## config.mk

```make
export PLATFORM = sky130hd
export DESIGN_NAME = mem_responder
export DESIGN_NICKNAME = d
export VERILOG_FILES = /design/src/rtl/mem_responder.sv
export SDC_FILE = /design/constraint.sdc
export NUM_CORES = 2
export LEC_CHECK = 0
export BUFFER_PORTS_ARGS = -buffer_cell sky130_fd_sc_hd__buf_4
export CAP_MARGIN = 10
export CORE_UTILIZATION = 35
export CTS_BUF_LIST = sky130_fd_sc_hd__clkbuf_8
export DETAILED_ROUTE_END_ITERATION = 16
export GPL_TIMING_DRIVEN = 0
export MAX_ROUTING_LAYER = met4
export SETUP_SLACK_MARGIN = 0.4
export SLEW_MARGIN = 20
export SYNTH_ARGS = -nofsm -noshare
export SYNTH_HDL_FRONTEND = slang
export SYNTH_SLANG_ARGS = --single-unit
```

## constraint.sdc

```tcl
create_clock -name clock -period 19.5 [get_ports clock]
set_input_delay 1.95 -clock clock [delete_from_list [all_inputs] [get_ports clock]]
set_output_delay 1.95 -clock clock [all_outputs]
set_load 0.01 [all_outputs]
```

## src/rtl/mem_responder.sv

```systemverilog
// mem_responder: single-port 256 x 8 memory that answers chip-select requests
// after a fixed number of wait cycles, with a side-band preload port.
//
// Ports
//   clock, reset         rising-edge clock, asynchronous active-high reset
//   mem_cs (active low)  request pending; mem_wr selects write (1) / read (0)
//   address, data_in     request address and write data (latched on accept)
//   load_en/addr/data    preload write, honoured only while idle
//   data_out             read data, valid with ready, held until next read
//   ready                one-cycle completion strobe per accepted request
//   busy                 high whenever the responder is not idle
//   rd_count, wr_count   completed reads / writes, saturating at 255
//
// state    | meaning
// ---------+-------------------------------------------------------------
// S_IDLE   | waiting for a request (mem_cs low) or a preload strobe
// S_BUSY   | wait cycles running against the latched request
// S_DONE   | access committed, ready high for this cycle
// S_RELEASE| waiting for mem_cs to return high before accepting again
module mem_responder #(
  parameter int WAIT_CYCLES = 2
) (
  input  logic       clock,
  input  logic       reset,
  input  logic       mem_cs,
  input  logic       mem_wr,
  input  logic [7:0] address,
  input  logic [7:0] data_in,
  input  logic       load_en,
  input  logic [7:0] load_addr,
  input  logic [7:0] load_data,
  output logic [7:0] data_out,
  output logic       ready,
  output logic       busy,
  output logic [7:0] rd_count,
  output logic [7:0] wr_count
);

  localparam logic [3:0] WAIT_LAST = 4'(WAIT_CYCLES);

  typedef enum logic [1:0] {
    S_IDLE    = 2'd0,
    S_BUSY    = 2'd1,
    S_DONE    = 2'd2,
    S_RELEASE = 2'd3
  } state_t;

  state_t     state_q, state_d;
  logic [3:0] wait_q, wait_d;
  logic [7:0] addr_q, addr_d;
  logic [7:0] wdata_q, wdata_d;
  logic       wr_q, wr_d;
  logic [7:0] data_out_q, data_out_d;
  logic [7:0] rd_cnt_q, rd_cnt_d;
  logic [7:0] wr_cnt_q, wr_cnt_d;
  logic       ready_q, ready_d;
  logic       busy_q, busy_d;

  logic [7:0] mem_q [256];
  logic       enter_done;
  logic       load_we;
  logic       mem_we;
  logic [7:0] mem_waddr;
  logic [7:0] mem_wdata;

  always_comb begin
    state_d    = state_q;
    wait_d     = wait_q;
    addr_d     = addr_q;
    wdata_d    = wdata_q;
    wr_d       = wr_q;
    data_out_d = data_out_q;
    rd_cnt_d   = rd_cnt_q;
    wr_cnt_d   = wr_cnt_q;
    enter_done = 1'b0;
    load_we    = 1'b0;

    case (state_q)
      S_IDLE: begin
        // A preload in the same cycle as a request wins; the request is
        // simply seen again on the next edge.
        if (load_en) begin
          load_we = 1'b1;
        end else if (!mem_cs) begin
          addr_d  = address;
          wr_d    = mem_wr;
          wdata_d = data_in;
          wait_d  = 4'd0;
          if (WAIT_CYCLES == 0) begin
            state_d    = S_DONE;
            enter_done = 1'b1;
          end else begin
            state_d = S_BUSY;
          end
        end
      end
      S_BUSY: begin
        wait_d = wait_q + 4'd1;
        if (wait_q == WAIT_LAST) begin
          state_d    = S_DONE;
          enter_done = 1'b1;
        end
      end
      S_DONE: begin
        state_d = S_RELEASE;
        if (wr_q) begin
          if (wr_cnt_q != 8'hFF) wr_cnt_d = wr_cnt_q + 8'd1;
        end else begin
          if (rd_cnt_q != 8'hFF) rd_cnt_d = rd_cnt_q + 8'd1;
        end
      end
      S_RELEASE: begin
        if (mem_cs) state_d = S_IDLE;
      end
      default: state_d = S_IDLE;
    endcase

    // addr_d/wr_d are the latched request on the entering edge, which also
    // covers the zero-wait case where latch and completion share an edge.
    if (enter_done && !wr_d) data_out_d = mem_q[addr_d];

    ready_d = (state_d == S_DONE);
    busy_d  = (state_d != S_IDLE);

    // Gated by reset so an aborted access never reaches the array.
    mem_we    = !reset && (load_we || (enter_done && wr_d));
    mem_waddr = load_we ? load_addr : addr_d;
    mem_wdata = load_we ? load_data : wdata_d;
  end

  always_ff @(posedge clock or posedge reset) begin
    if (reset) begin
      state_q    <= S_IDLE;
      wait_q     <= 4'd0;
      addr_q     <= 8'h00;
      wdata_q    <= 8'h00;
      wr_q       <= 1'b0;
      data_out_q <= 8'h00;
      rd_cnt_q   <= 8'h00;
      wr_cnt_q   <= 8'h00;
      ready_q    <= 1'b0;
      busy_q     <= 1'b0;
    end else begin
      state_q    <= state_d;
      wait_q     <= wait_d;
      addr_q     <= addr_d;
      wdata_q    <= wdata_d;
      wr_q       <= wr_d;
      data_out_q <= data_out_d;
      rd_cnt_q   <= rd_cnt_d;
      wr_cnt_q   <= wr_cnt_d;
      ready_q    <= ready_d;
      busy_q     <= busy_d;
    end
  end

  // Storage is deliberately left out of reset.
  always_ff @(posedge clock) begin
    if (mem_we) mem_q[mem_waddr] <= mem_wdata;
  end

  assign data_out = data_out_q;
  assign ready    = ready_q;
  assign busy     = busy_q;
  assign rd_count = rd_cnt_q;
  assign wr_count = wr_cnt_q;

endmodule

```

==> impl_summary.log <==
[metrics] status: finished clean
[metrics] path class of the lowest-slack min-delay path: reg2reg
[metrics] highest clock rate: 0.1242 GHz
[metrics] number of rows in the core area: 178
[metrics] clock latency on the worst-skew pair: 1130 ps
[metrics] Finish-stage setup viols: 0
[metrics] via count of the first global-routing pass: 54794
[metrics] TritonCTS clock tree: done
[metrics] worst-case clock buffer depth: 4
[metrics] Synth Cell Area: 83090 um^2
[metrics] CTS Buf Count: 354
[metrics] Core Area: 235600 um^2
[metrics] remaining max-slew budget at the tightest pin: 0.03100
[metrics] Max H-tree Level: 5
[metrics] required time reported for the critical path endpoint: 20240 ps
[metrics] number of clock sinks seen by CTS: 2097
[metrics] worst vdd ir: 104.9 uV
[metrics] number of buffer cells added on primary ports: 59
[metrics] remaining number of nets flagged by the antenna check after routing: 0
[metrics] largest cells by area after synthesis: sky130_fd_sc_hd__edfxtp_1, sky130_fd_sc_hd__nand2_1, sky130_fd_sc_hd__nand3_1
[metrics] highest cell delay on the worst timing path: 1030 ps
[metrics] unique cell type count in the Yosys netlist: 66
[metrics] Routed WL per cell: 35.30 um
[metrics] min-delay src: wdata_q[3]$_DFF_PP0_
[metrics] nets in the synthesized netlist: 6102
[metrics] synthesis-to-finish area growth: 16.16%
[metrics] count of routing violations after the opening detailed-route iteration: 10843
[metrics] destination of the worst register-to-register timing path: mem_q[128][7]$_DFFE_PP_
[metrics] worst slack at placement: 10940 ps
[metrics] data arrival time of the critical path: 8790 ps
[metrics] RR Startpoint: state_q[0]$_DFF_PP0_
[metrics] async set or reset register ratio after synthesis: 0.02337
[metrics] antenna violations before repair: 45
[metrics] Final Worst Setup Slack: 11450 ps
[metrics] half-perimeter wire length after placement: 256100 um
[metrics] number of hold buffers added after cts: 0
[metrics] global router's overall resource usage: 0.2995
[metrics] CP max-delay cell: sky130_fd_sc_hd__o21ai_2
[metrics] Syn Inst Count: 6061
[metrics] power density of the placed cells: 178.7 nW/um^2
[metrics] RSZ-0062 raised after global routing: no
[metrics] sink of the worst hold path: wdata_q[3]$_DFF_PP0_
[metrics] Worst Tran Pin Value: 1440 ps
[metrics] leading register cell type out of synthesis: sky130_fd_sc_hd__edfxtp_1
[metrics] overall die height: 489.3 um
[metrics] maximum number of pins on one net before global-route repair: 39
[metrics] library cell with the largest summed area after synthesis: sky130_fd_sc_hd__edfxtp_1
[metrics] CP Launch Type: input pin
[metrics] Die Footprint: 239400 um^2
[metrics] layout cell share with drive strength beyond 1: 0.1266
[metrics] num ports: 63
[metrics] number of gates given a new drive strength after cts: 0
[metrics] maximum fanout count along the critical path: 12
[metrics] final-report max-slew violation count: 0
[metrics] wire length of the first global-routing pass: 467300 um
[metrics] commonest non-fill, non-tap cell in the layout: sky130_fd_sc_hd__edfxtp_1
[metrics] number of violations of the max-capacitance limit: 0
[metrics] final worst path period share: 0.4128
[metrics] final weighted congestion of routability-driven global placement: 1.116
[metrics] buffer type at the clock tree root: sky130_fd_sc_hd__clkbuf_8
[metrics] final-stage net count: 6627
[metrics] final setup skew: 120.7 ps
[metrics] starting density of the core: 0.3526
[metrics] Post-CTS Repair Setup Buffers: 0
[metrics] Final Routed Wirelength: 354600 um
[metrics] share of synthesized area occupied by flip-flops and latches: 0.7549
[metrics] Critical Path Sink Type: register
[metrics] Final Cell Area: 96530 um^2
[metrics] final-report hold violation count: 0
[metrics] area share of the largest cell type after synthesis: 0.7401
[metrics] Synthesis Warnings: 0
[metrics] post-placement cell area: 90140 um^2
[metrics] synthesis-stage register bit count: 2097
[metrics] Worst Path Class, Setup: in2reg
[metrics] final global-route overflow total: 0
[metrics] post-DR vias/cell: 5.999
[metrics] register-to-register path setup slack: 11900 ps
[metrics] hold path depth: 2
[metrics] crit path cell chain: buf_2 -> o41a_1 -> a21oi_1 -> buf_2 -> buf_1 -> nand2_1 -> o21ai_2 -> nand3_1 -> clkbuf_2 -> nor2_1
[metrics] average footprint of a synthesized cell: 13.71 um^2
[metrics] Clk pin slew, worst setup/hold paths: 60 ps
[metrics] Most Frequent Cell on Critical Path: sky130_fd_sc_hd__buf_2
[metrics] Final Critical Period: 8050 ps
[metrics] die span in x: 489.3 um
[metrics] DRC Markers: 0
[metrics] static leakage: 32.25 nW
[metrics] vias after detailed routing: 60259
[metrics] cell count of the worst reg-to-reg path: 10
[metrics] drt pass-1 iters: 10
[metrics] commonest non-fill, non-tap cells in the layout: sky130_fd_sc_hd__edfxtp_1, sky130_fd_sc_hd__nand2_1, sky130_fd_sc_hd__nand3_1, sky130_fd_sc_hd__clkbuf_8, sky130_fd_sc_hd__nor2_1
[metrics] number of synthesized flops with an enable pin: 2048
## Yosys cell counts, types with 4 or more instances
master and n:
sky130_fd_sc_hd__inv_1 41, sky130_fd_sc_hd__nand2b_1 5, sky130_fd_sc_hd__a32oi_1 91, sky130_fd_sc_hd__o41a_1 4, sky130_fd_sc_hd__or3_1 11, sky130_fd_sc_hd__nor4_1 9
sky130_fd_sc_hd__inv_2 4, sky130_fd_sc_hd__a221oi_1 10, sky130_fd_sc_hd__nand2_1 1565, sky130_fd_sc_hd__a211oi_1 74, sky130_fd_sc_hd__nor2_1 328, sky130_fd_sc_hd__buf_2 107
sky130_fd_sc_hd__a31oi_1 125, sky130_fd_sc_hd__nor3_1 24, sky130_fd_sc_hd__edfxtp_1 2048, sky130_fd_sc_hd__a311oi_1 45, sky130_fd_sc_hd__a2111oi_0 15, sky130_fd_sc_hd__clkbuf_1 204
sky130_fd_sc_hd__o21ai_0 31, sky130_fd_sc_hd__o221a_2 7, sky130_fd_sc_hd__xor2_1 4, sky130_fd_sc_hd__o211ai_1 10, sky130_fd_sc_hd__xnor2_1 10, sky130_fd_sc_hd__o22ai_1 22
sky130_fd_sc_hd__and3_1 9, sky130_fd_sc_hd__mux4_2 21, sky130_fd_sc_hd__mux2i_1 213, sky130_fd_sc_hd__nand3_1 606, sky130_fd_sc_hd__a21oi_1 26, sky130_fd_sc_hd__o2111ai_1 35
sky130_fd_sc_hd__nor4_2 4, sky130_fd_sc_hd__a22oi_1 10, sky130_fd_sc_hd__buf_1 66, sky130_fd_sc_hd__ha_1 4, sky130_fd_sc_hd__dfrtp_1 49, sky130_fd_sc_hd__mux2_2 8
sky130_fd_sc_hd__nand3b_1 6, sky130_fd_sc_hd__nand4_1 168
## critical path, delay by kind of cell
family,cells,cell delay [ps]
AND/OR/NAND/NOR,3,2350
AO/OA/AOI/OAI,3,2340
buffers and inverters,4,2080
## per-layer routing
layer / share of wire / GRT usage / vias up
met3: 0.15 / 0.1157 / 1194
met1: 0.36 / 0.3591 / 30095
li1: - / - / 23870
met5: 0 / - / -
met2: 0.41 / 0.4072 / 5100
met4: 0.084 / 0.2182 / 0
## cell families (layout without fill, tap and decap cells)
| kind of cell | Yosys count | in the layout | share of synthesized area |
|---|---|---|---|
| other | 0 | 48 | 0 |
| adder cells (fa/ha/maj) | 4 | 4 | 0.0006023 |
| XOR/XNOR | 14 | 14 | 0.001476 |
| multiplexers | 246 | 246 | 0.03341 |
| flip-flops | 2097 | 2097 | 0.7549 |
| AO/OA/AOI/OAI | 525 | 525 | 0.04745 |
| AND/OR/NAND/NOR | 2749 | 2749 | 0.1412 |
| buffers and inverters | 426 | 1212 | 0.02097 |
## stage by stage
| step | cells | TNS (ps) | power (W) | util | hold WS (ps) |
|---|---|---|---|---|---|
| 4_1_cts | 9992 | 0 | 0.01675 | 0.4088 | 479.2 |
| 3_5_place_dp | 9375 | 0 | 0.01323 | 0.3825 | 464.3 |
| 6_report | 10045 | 0 | 0.01725 | 0.4097 | 478.1 |
| 2_1_floorplan | 6061 | 0 | 0.009176 | - | 441.3 |
| 5_1_grt | 10021 | 0 | 0.01729 | 0.4094 | 510.0 |
| 3_3_place_gp | 9270 | -2993200 | 0.01320 | 0.3713 | 457.4 |
## power breakdown
part	switching, W	internal, W	total, W
Clock	0.00182	0.00180	0.00362
Combinational	0.00600	0.00169	0.00768
Sequential	0.0000586	0.00589	0.00595
Total	0.00787	0.00938	0.0173
## flip-flops by register name, indices dropped and copies added (netlist names)
register / cells
mem_q: 2048
addr_q: 8
data_out: 8
rd_count: 8
wdata_q: 8
wr_count: 8
wait_q: 4
state_q: 2
busy: 1
ready: 1
wr_q: 1
## how the worst max path moves through the flow
stage / slack (ps) / cells past startpoint / startpoint / endpoint
5_1_grt: 11860 / 10 / mem_cs / mem_q[112][2]$_DFFE_PP_
3_5_place_dp: 10940 / 10 / mem_cs / mem_q[128][3]$_DFFE_PP_
6_report: 11450 / 10 / mem_cs / mem_q[128][7]$_DFFE_PP_
3_3_place_gp: -2740 / 8 / mem_cs / mem_q[168][6]$_DFFE_PP_
2_1_floorplan: 9020 / 8 / mem_cs / mem_q[0][0]$_DFFE_PP_
4_1_cts: 12070 / 10 / mem_cs / mem_q[112][1]$_DFFE_PP_
## final cells by class
| class | count | area (um^2) |
|---|---|---|
| clock buffer | 367 | 5051 |
| buffer | 379 | 1668 |
| timing repair buffer | 169 | 2853 |
| fill | 21882 | 139100 |
| inverter | 47 | 181.4 |
| antenna | 48 | 120.1 |
| clock inverter | 250 | 1142 |
| sequential | 2097 | 62730 |
| multi-input combinational | 3538 | 18840 |
| tap | 3150 | 3941 |
Power figures use the tool's default switching activity.
